[src/rtl/led_pattern_pkg.sv]
// led_pattern_pkg: mode/direction encodings and start-pattern helper for led_pattern_gen.
package led_pattern_pkg;
  localparam logic [1:0] MODE_ROTL   = 2'd0;
  localparam logic [1:0] MODE_ROTR   = 2'd1;
  localparam logic [1:0] MODE_BOUNCE = 2'd2;
  localparam logic [1:0] MODE_BLINK  = 2'd3;
  localparam logic DIR_LEFT  = 1'b0;
  localparam logic DIR_RIGHT = 1'b1;
  // widest LED bank supported; callers keep the low N_LED bits of start_pattern
  localparam int MAX_LED = 64;
  function automatic logic [MAX_LED-1:0] start_pattern(input logic [1:0] mode);
    return (mode == MODE_BLINK) ? '1 : MAX_LED'(1);
  endfunction
endpackage

[src/rtl/led_tick_prescaler.sv]
// led_tick_prescaler: step-rate counter; step is high in the cycle cnt has reached limit.
//  clk    in  1      rising-edge clock
//  resetn in  1      asynchronous active-low reset
//  en     in  1      count enable; step is forced low while 0
//  limit  in  CNT_W  terminal count, may change at any time
//  step   out 1      combinational step request, registered by the parent
module led_tick_prescaler #(
  parameter int CNT_W = 32
) (
  input  logic             clk,
  input  logic             resetn,
  input  logic             en,
  input  logic [CNT_W-1:0] limit,
  output logic             step
);
  logic [CNT_W-1:0] cnt;
  // >= rather than == so a limit lowered below cnt steps next cycle instead of wrapping
  assign step = en && (cnt >= limit);
  always_ff @(posedge clk or negedge resetn)
    if (!resetn) cnt <= '0;
    else if (en) cnt <= step ? '0 : cnt + CNT_W'(1);
endmodule

[src/rtl/led_pattern_gen.sv]
// led_pattern_gen: run-time selectable LED pattern sequencer (rotl, rotr, bounce, blink).
//  clk    in  1      rising-edge clock
//  resetn in  1      asynchronous active-low reset
//  en     in  1      1 = run, 0 = freeze counter, pattern and tick
//  mode   in  2      0 ROTL, 1 ROTR, 2 BOUNCE, 3 BLINK; sampled on step
//  speed  in  2      step period = (T >> speed) + 1 cycles
//  led    out N_LED  registered pattern
//  tick   out 1      one-cycle pulse with each new led value
module led_pattern_gen
  import led_pattern_pkg::*;
#(
  parameter int N_LED = 3,
  parameter int T     = 1000000,
  parameter int CNT_W = 32
) (
  input  logic             clk,
  input  logic             resetn,
  input  logic             en,
  input  logic [1:0]       mode,
  input  logic [1:0]       speed,
  output logic [N_LED-1:0] led,
  output logic             tick
);
  if (N_LED < 1 || N_LED > MAX_LED) begin : g_bad_n
    $error("led_pattern_gen: N_LED must be in 1..%0d", MAX_LED);
  end
  if (T < 0 || (CNT_W < 31 && T >= (1 << CNT_W))) begin : g_bad_t
    $error("led_pattern_gen: T does not fit in CNT_W bits");
  end
  logic [CNT_W-1:0]   limit;
  logic               step;
  logic [1:0]         mode_q, mode_d;
  logic               dir, dir_d, turn, go;
  logic [N_LED-1:0]   led_d, rotl, rotr;
  logic [MAX_LED-1:0] start;
  assign limit = CNT_W'(T) >> speed;
  led_tick_prescaler #(.CNT_W(CNT_W)) u_prescaler (
    .clk    (clk),
    .resetn (resetn),
    .en     (en),
    .limit  (limit),
    .step   (step)
  );
  // modulo indexing keeps N_LED=1 legal: both rotations return led unchanged
  always_comb begin
    for (int i = 0; i < N_LED; i++) begin
      rotl[i] = led[(i + N_LED - 1) % N_LED];
      rotr[i] = led[(i + 1) % N_LED];
    end
  end
  // bounce turns around when the lit bit already sits at the end it is heading for,
  // so each end bit is shown for exactly one step
  assign turn  = (dir == DIR_LEFT) ? led[N_LED-1] : led[0];
  assign go    = turn ? ~dir : dir;
  assign start = start_pattern(mode);
  always_ff @(posedge clk or negedge resetn)
    if (!resetn) begin
      mode_q <= MODE_ROTL;
      dir    <= DIR_LEFT;
      led    <= N_LED'(1);
      tick   <= 1'b0;
    end else begin
      mode_q <= mode_d;
      dir    <= dir_d;
      led    <= led_d;
      tick   <= step;
    end
  // a mode change at a step only reloads the start pattern; stepping resumes next step
  always_comb begin
    mode_d = mode_q;
    dir_d  = dir;
    led_d  = led;
    if (step && mode != mode_q) begin
      mode_d = mode;
      dir_d  = DIR_LEFT;
      led_d  = start[N_LED-1:0];
    end else if (step) begin
      led_d = (mode_q == MODE_ROTL)   ? rotl :
              (mode_q == MODE_ROTR)   ? rotr :
              (mode_q == MODE_BOUNCE) ? ((go == DIR_LEFT) ? rotl : rotr) :
                                        ~led;
      dir_d = (mode_q == MODE_BOUNCE) ? go : dir;
    end
  end
endmodule

[config.mk]
export PLATFORM = sky130hd
export DESIGN_NAME = led_pattern_gen
export DESIGN_NICKNAME = d
export VERILOG_FILES = /design/src/rtl/led_pattern_pkg.sv /design/src/rtl/led_tick_prescaler.sv /design/src/rtl/led_pattern_gen.sv
export SDC_FILE = /design/constraint.sdc
export NUM_CORES = 1
export LEC_CHECK = 0
export ABC_AREA = 1
export CAP_MARGIN = 20
export CELL_PAD_IN_SITES_DETAIL_PLACEMENT = 1
export CELL_PAD_IN_SITES_GLOBAL_PLACEMENT = 1
export CORE_MARGIN = 3
export CORE_UTILIZATION = 50
export DETAILED_ROUTE_END_ITERATION = 10
export HOLD_SLACK_MARGIN = 0.02
export PLACE_DENSITY = 0.95
export REMOVE_ABC_BUFFERS = 1
export SYNTH_ARGS = -nofsm -noshare
export SYNTH_HDL_FRONTEND = slang
export SYNTH_HIERARCHICAL = 1
export SYNTH_SLANG_ARGS = --single-unit
[constraint.sdc]
create_clock -name clk -period 4.7 [get_ports clk]
set_input_delay 0.705 -clock clk [delete_from_list [all_inputs] [get_ports clk]]
set_output_delay 0.705 -clock clk [all_outputs]
set_load 0.02 [all_outputs]
=== After elaboration in Yosys (flattened, before gate mapping) ===
Index checks and enable logic that the tools add are counted.

* Flip-flop bits (word level): 39
* Input port bits: 7
* Output and inout port bits: 4
* Logic and storage cells: 33

* Add/sub/neg operators: 1
* Magnitude comparators: 1
* Equal/unequal tests: 4
* Shift-type cells: 1
* Mux-type cells: 13
* Bitwise logic cells: 2
* Reduce and logical (&&, ||, !) cells: 6

{| class="wikitable"
|+ Operator list
! operator !! count
|-
| $add A32 B1 Y32 const B || 1
|-
| $ge A32 B32 Y1 || 1
|-
| $mux W32 || 1
|-
| $shr A20 B2 Y32 const A || 1
|-
| $mux W3 || 7
|-
| $mux W1 || 5
|-
| $eq A2 B2 Y1 const B || 2
|-
| $reduce_bool A2 Y1 || 2
|-
| $not A3 Y3 || 1
|-
| $eq A2 B1 Y1 const B || 1
|-
| $logic_and A1 B1 Y1 || 2
|-
| $logic_not A2 Y1 || 1
|-
| $ne A2 B2 Y1 || 1
|-
| $reduce_and A2 Y1 || 1
|-
| $not A1 Y1 || 1
|}

=== Depth between registers and ports, before layout ===
Gate-level depths: netlist of the first run.

* Word-level depth: 8
* Gate-level depth with buffers: 21
* Depth with buffers taken out: 21

=== By module ===
Netlist of the first run, hierarchy kept.

{| class="wikitable"
|+ By module, submodules not included
! module !! instances !! cells an instance !! area an instance (um^2) !! sequential area each (um^2)
|-
| led_tick_prescaler || 1 || 407 || 2,926.6 || 800.8
|-
| led_pattern_gen || 1 || 87 || 605.6 || 176.4
|}

=== Least setup slack after synthesis of the first run ===
No wires, ideal clock.

* Path kind: input-to-reg
* Start: input speed[1]
* End: register dir
* Setup time: 0.113 ns
* Arrival: 2.658 ns
* Required time: 4.587 ns
* Slack: 1.928 ns
* Cell stages on the path: 20
* Buffers on the path: 0
* Cell sequence: inv_1 -> ha_1 -> inv_1 -> inv_1 -> ha_1 -> nand2_1 -> inv_1 -> nand2_1 -> nor2_1 -> nor2_1 -> nand2_1 -> nand2_1 -> nand2_1 -> nand2_2 -> a21oi_1 -> inv_1 -> nor2_1 -> o21ai_0 -> nand2_1 -> inv_1

* Cells in the longest elaborated chain, start to end: 6
* Elaborated cells between the ends (all ways): 8
* Those cells by class: 1 x order compare; 1 x shift; 1 x mux; 5 x reduce/logical

{| class="wikitable"
|+ RTL lines
! element !! line !! text
|-
| start, declared || led_pattern_gen.sv:20 || <nowiki>input logic [1:0] speed,</nowiki>
|-
| $shr A20 B2 Y32 (*) || led_pattern_gen.sv:36 || <nowiki>assign limit = CNT_W'(T) >> speed;</nowiki>
|-
| via limit[6] || led_pattern_gen.sv:30 || <nowiki>logic [CNT_W-1:0] limit;</nowiki>
|-
| $ge A32 B32 Y1 (*) || led_tick_prescaler.sv:18 || <nowiki>assign step = en && (cnt >= limit);</nowiki>
|-
| $logic_and A1 B1 Y1 (*) || led_tick_prescaler.sv:18 ||
|-
| via step || led_pattern_gen.sv:31 || <nowiki>logic step;</nowiki>
|-
| $logic_and A1 B1 Y1 || led_pattern_gen.sv:73 || <nowiki>if (step && mode != mode_q) begin</nowiki>
|-
| $reduce_bool A2 Y1 (no source line) || -- ||
|-
| $reduce_and A2 Y1 (no source line) || -- ||
|-
| end signal, assigned || led_pattern_gen.sv:64 || <nowiki>dir <= dir_d;</nowiki>
|-
| end, declared || led_pattern_gen.sv:33 || <nowiki>logic dir, dir_d, turn, go;</nowiki>
|}

Mark *: on every way through the listed nets, which the timed path passes. The rest lies on a longest branch.
A chain may end at the register's enable or synchronous reset.

=== Final worst setup path of the first run ===
* Start: input speed[0]
* End: register dir

Same word-level chain as after synthesis.

==> results of run 1 <==
-- flip-flops by register name, summed over array words and instances (netlist names) --
| register | count |
|---|---|
| dir | 1 |
| led | 3 |
| mode_q | 2 |
| tick | 1 |
| u_prescaler/cnt | 32 |
-- cells by family after synthesis --
logic type	count (synthesis)	share of synthesized area [%]
simple gates	237	31.7
buf+inv	92	10.6
compound gates	64	10.7
fa+ha+maj	40	14.2
flops	39	27.7
xor+xnor	20	4.96
other cells	2	0.213
-- cells in the mapped netlist (all sizes together), types with 9 or more instances --
library cell	n	area (sq um)
xor2	10	87.6
o21ai	9	45.0
xnor2	10	87.6
nand4	15	93.8
a21oi	49	279
inv	83	314
nand2	136	533
nor2	53	264
dfrtp	38	951
nand3	26	170
ha	40	500
-- routing by layer --
layer,share of wire [%],vias to the layer above
met2,52,47
met3,1.9,19
met4,1.7,0
met1,45,1599
met5,0,-
li1,-,1596
-- through the flow --
step	utilization [%]	hold WS (ns)
floorplan	-	0.409
global placement	54.9	0.543
detailed placement	54.9	0.552
CTS	56.1	0.571
global route	56.1	0.604
finish	56.1	0.533
-- power by group through the flow --
stage	combinational (mW)	sequential [mW]	clock, mW
2_1_floorplan	0.296	0.483	0
3_3_place_gp	0.414	0.491	0
6_report	0.444	0.490	0.229
3_5_place_dp	0.442	0.495	0
4_1_cts	0.446	0.489	0.232
5_1_grt	0.504	0.501	0.245
-- worst paths after layout --
path                                  endpoint  slack (ns)
setup reg to reg                           dir        1.97
hold reg to reg            u_prescaler/cnt[30]        0.57
max in group asynchronous            mode_q[0]        3.58
hold / removal             u_prescaler/cnt[26]        0.53
min in group clk           u_prescaler/cnt[30]        0.57
setup / recovery                           dir        1.18
-- final cells by class --
type	instances	share of cell area [%]
clock buffers	7	1.99
flip-flops and latches	39	25.5
inverters	84	8.29
well taps	96	3.13
clock inverters	1	0.131
repair buffers	11	2.68
multi-input cells	378	58.3
-- layout by cell type (no fill, tap or decap), drive strengths merged --
master / instances
nand2: 136
inv: 83
nor2: 53
a21oi: 49
ha: 40
dfrtp: 38
nand3: 26
conb: 17
nand4: 15
xnor2: 10
xor2: 10
clkdlybuf4s50: 9
o21ai: 9
clkbuf: 7
nor3: 6
clkinv: 2
buf: 2
o21bai: 2
nand3b: 1
a22oi: 1
dfstp: 1
o21a: 1
a21o: 1
o22ai: 1
==> run metrics, run 1 <==
number of synthesized register bits=39; pin count of the biggest net entering global routing=40; GR Util met1=between 20% and 30%; Final Setup Violations=0; GRT met2 Usage=45.7%; area of the die=0.00811 sq mm; final estimated routing congestion in global placement=0.889; Worst Path Required=4.94 ns; Critical Path, Cell by Cell=clkdlybuf4s50_1 -> inv_1 -> ha_1 -> inv_1 -> inv_1 -> ha_1 -> nand2_1 -> inv_1 -> nand2_1 -> nor2_1 -> nor2_1 -> nand2_1 -> nand2_1 -> nand2_1 -> nand2_2 -> a21oi_1 -> inv_1 -> nor2_1 -> nand2_1 -> o21ai_0 -> nand2_1 -> inv_1; Post-CTS Hold Fix Bufs=0; area used by sequential logic in the layout=977 sq um; initial core utilization=51.7%; category of the worst setup path capture point=flop; detailed-placement wirelength estimate=7.20 mm; number of buffers on the longest clock path=2; cell count after placement=approximately 610; number of input and output port buffers inserted=10; count of antenna-violating nets left after detailed routing=0; Clock Root Buffer=sky130_fd_sc_hd__clkbuf_8; portion of total power attributed to the clock network=between 10% and 20%; origin of the critical flop-to-flop path=u_prescaler/cnt[29]; layout cells sized above 1=a little under an eighth; relative max-transition margin=38.5%; Buf+Inv Stages, Crit Path=7; count of warnings emitted by yosys=6; setup_tns=0 ns; Net Sw Power=0.500 mW; mean routed wirelength per cell=15.5 microns; number of iterations in the first detailed-routing pass=4; Int Power=roughly 0.66 mW; drt drc=0; cell occurring most often along the worst timing path=sky130_fd_sc_hd__nand2_1; mean cell area of the mapped netlist=7.15 sq um; chip height=90.1 microns; worst slack at placement=a little under 0.9 ns; number of nets in the final layout=566; Worst Hold Class=in2async; Fill cells=914; crit path DAT=3.76 ns; Switching Share=43.0%; final clock skew=0.00841 ns; run status=finished, final reports clean; number of slew-limit violations in the final report=0; number of cells traversed by the worst register-to-register path=13; power share of the combinational group=a little under two fifths; post-cts repair resize count=0; power per standard cell area=303 mW/mm^2; measured slew at the worst slew-check pin=0.919 ns; worst stage delay on the critical path=0.59 ns; number of enable-type register cells in the synthesized netlist=0; total overflow reported by the global router=0; number of sinks handled by clock tree synthesis=39; Lkg Pwr=1.82 nW; combined area of all synthesized cells=~0.0035 sq mm; CTS Buf Count=5; final WL=9.53 mm; Seq/Total Area, Yosys=27.7%; crit start category=primary input; global-route total usage across every layer=24.7%; number of ports placed on the die boundary=11; type of the setup path with the least slack=in2reg; Placement Rows=30; number of stages on the worst setup path=22; number of standard cells after synthesis=just under 500; number of distinct library cells after synthesis=37; global-route layer with the greatest usage=met2; sequential power share=a little over two fifths; vias per std cell=5.29; achievable frequency=approximately 280 MHz; CTS clk-pin slew, worst paths=roughly 0.080 ns; global routing usage on met3=3.43%; clock insertion delay at the later pin of the skew report=around 0.30 ns; Floorplan Core Area=0.00683 sq mm; maximum fanout count along the critical path=8; Period Utilization, post-route=roughly 75%; area growth from synthesis to layout=8.57%; post-synthesis async set-or-reset flop share=100%; family with the most delay on the worst path=buffers and inverters; postcts setup bufs=0; crit path max-delay cell type=sky130_fd_sc_hd__clkdlybuf4s50_1; area post-placement=0.00375 sq mm; die width=90.1 microns; number of levels the H-tree was split into=2; worst setup slack after layout=1.18 ns; min cycle time layout=~3.5 ns; post-route cell area=about 0.0038 sq mm; max_cap viols=0; hold violation count in the final report=0; number of vias in the routed layout=3261; initial antenna violation count=0; clock tree from TritonCTS=yes; setup repair after global routing missed its margin=no; multi-input combinational cell area=0.00224 sq mm; most used flip-flop cell after synthesis=sky130_fd_sc_hd__dfrtp_1; Worst VDD drop=0.260 mV; total power=1.16 mW; final cell count without fillers=a little over 600; number of global-route vias before repair=3573; origin of the worst setup path=speed[0]; global-route wire length before repair=16.5 mm; DRT iter0 DRCs=139; number of diodes added for antenna fixing=0
Note: power is estimated with default switching activity, not from simulation.
==> inputs of run 2 (changes only) <==
CORE_UTILIZATION = 42   (was 50)
PLACE_DENSITY = 0.87   (was 0.95)
clock period = 2.9 ns   (was 4.7 ns; I/O delays follow)
==> run 2 against run 1 <==
Net effect:
- sequential share of layout area fell by 0.84 points
- sequential cell count is the same
- via count is 0.34% lower
- sequential power up 63%
- worst setup slack lost 0.97 ns
- clock power is 62% higher
- worst hold slack worse by 0.25 ns
- utilization shrank 6.1 points
==> run metrics, run 2 (synthesis gave the netlist of run 1 again) <==
area growth from synthesis to layout=12.3%; vias per std cell=5.14 (-2.9%); Clock Root Buffer=sky130_fd_sc_hd__clkbuf_8; register-to-register path setup slack=0.69 ns (-1.28 ns); detailed-placement wirelength estimate=7.57 mm (+5.1%); area of the die=0.00955 sq mm (+18%); crit start category=primary input; initial core utilization=44.6% (-7.1 points); family with the most delay on the worst path=buffers and inverters; DRT iter0 DRCs=118 (-15%); Worst Hold Class=in2async; CTS Buf Count=5 (unchanged); count of antenna-violating nets left after detailed routing=0 (unchanged); number of nets in the final layout=576 (+1.8%); power per standard cell area=482 mW/mm^2 (+59%); min cycle time layout=between 2 and 3 ns; relative max-transition margin=38.2% (-0.33 points); number of vias in the routed layout=3250 (-0.34%); die width=97.7 microns (+8.5%); most frequent cells in the layout=127 x sky130_fd_sc_hd__nand2_1, 77 x sky130_fd_sc_hd__inv_1, 40 x sky130_fd_sc_hd__ha_1; origin of the critical flop-to-flop path=u_prescaler/cnt[29]; category of the worst setup path capture point=flop; global-route wire length before repair=16.6 mm (+0.34%); Lkg Pwr=1.88 nW (+3.5%); Worst VDD drop=0.358 mV (+38%); CTS clk-pin slew, worst paths=0.08 ns (about the same); achievable frequency=372 MHz; final clock skew=0.00741 ns (-0.00100 ns); setup_tns=0 ns (unchanged); top flop regs=u_prescaler/cnt (32), led (3), mode_q (2); final design utilization=50.0% (-6.1 points); initial antenna violation count=0 (unchanged); largest register by flop count=u_prescaler/cnt; number of diodes added for antenna fixing=0 (unchanged); Hold WS=0.280 ns (-0.253 ns); Placement Rows=32 (+6.7%); drt drc=0 (unchanged); most frequent standard cell in the layout excluding fill and tap cells=sky130_fd_sc_hd__nand2_1; clock insertion delay at the later pin of the skew report=0.29 ns (about the same); layout cells sized above 1=13.8% (+2.4 points); number of sinks handled by clock tree synthesis=39 (unchanged); Worst Path Required=3.11 ns (-1.83 ns); number of input and output port buffers inserted=10 (unchanged); max reg flops=32 (unchanged); global-route total usage across every layer=20.8% (-3.9 points); Buf+Inv Stages, Crit Path=6 (-1); final estimated routing congestion in global placement=0.821 (-7.6%); number of global-route vias before repair=3606 (+0.92%); measured slew at the worst slew-check pin=0.927 ns (+0.00790 ns); number of buffers on the longest clock path=2 (unchanged); worst stage delay on the critical path=0.47 ns (-0.12 ns); number of iterations in the first detailed-routing pass=4 (unchanged); mean routed wirelength per cell=15.0 microns (-3.0%); type of the setup path with the least slack=in2reg; final WL=9.48 mm (-0.44%); number of slew-limit violations in the final report=0 (unchanged); setup repair after global routing missed its margin=no; Final Setup Violations=0 (unchanged); crit path max-delay cell type=sky130_fd_sc_hd__clkdlybuf4s50_1; number of cells traversed by the worst register-to-register path=10 (-3); Period Utilization, post-route=about 93%; crit path DAT=2.90 ns (-0.86 ns); maximum fanout count along the critical path=15 (+7); run status=finished, final reports clean; clock tree from TritonCTS=yes; chip height=97.7 microns (+8.5%); hold violation count in the final report=0 (unchanged); number of levels the H-tree was split into=2 (unchanged); Floorplan Core Area=0.00793 sq mm (+16%); number of ports placed on the die boundary=11 (unchanged); pin count of the biggest net entering global routing=40 (unchanged); max_cap viols=0 (unchanged); total overflow reported by the global router=0 (unchanged); Critical Path, Cell by Cell=clkdlybuf4s50_1 -> inv_1 -> ha_1 -> inv_1 -> inv_1 -> ha_1 -> a21oi_1 -> o21ai_0 -> a21oi_1 -> nand2_1 -> nand2_2 -> buf_4 -> nand2_2 -> buf_12 -> a21oi_1; capture point of the worst reg-to-reg path=u_prescaler/cnt[17]
[run 2: worst max path at each step]
stage | slack [ns] | startpoint | cells after the start | endpoint
floorplan | 0.40 | speed[1] | 20 | dir
global placement | 0.01 | speed[0] | 20 | led[0]
detailed placement | -0.18 | speed[0] | 22 | dir
CTS | 0.07 | speed[0] | 22 | dir
global route | 0.02 | speed[1] | 15 | u_prescaler/cnt[16]
finish | 0.21 | speed[1] | 15 | u_prescaler/cnt[12]
[run 2: metrics by stage]
| stage | instances | worst slack (ns) | total power, mW | instance area, sq um |
|---|---|---|---|---|
| after global routing | 632 | 0.0170 | 2.07 | 3970 |
| final | 632 | 0.208 | 1.91 | 3970 |
| after detailed placement | 624 | -0.176 | 1.55 | 3860 |
| after CTS | 632 | 0.0694 | 1.92 | 3940 |
| after global placement | 624 | 0.0139 | 1.50 | 3860 |
| after floorplan | 501 | 0.398 | 1.26 | 3530 |
[run 2: area by class of cell]
class	instances	area (sq um)
multi-input combinational	378	2260
clock buffer	7	76.3
clock inverter	1	5.00
timing repair buffer	21	205
fill	1048	3960
inverter	84	318
sequential	39	977
tap	102	128
[run 2: routing by layer]
layer / vias up / global-route usage (%) / routed length [microns] / share of wire (%)
met4: 0 / 3.51 / 68 / 0.72
li1: 1616 / - / - / -
met3: 7 / 2.37 / 193 / 2.0
met5: - / 0 / 0 / 0
met2: 29 / 39.6 / 5000 / 53
met1: 1598 / 25.3 / 4220 / 44
[run 2: timing repair]
item	CTS	global route
resized for setup	0	7
setup endpoints to repair	0	5
hold buffers	0	0
buffers inserted	0	0
[run 2: where the power goes]
part,switching [mW],internal (mW),leakage (nW)
Combinational,0.446,0.297,1.32
Clock,0.201,0.169,0.0422
Sequential,0.164,0.636,0.521
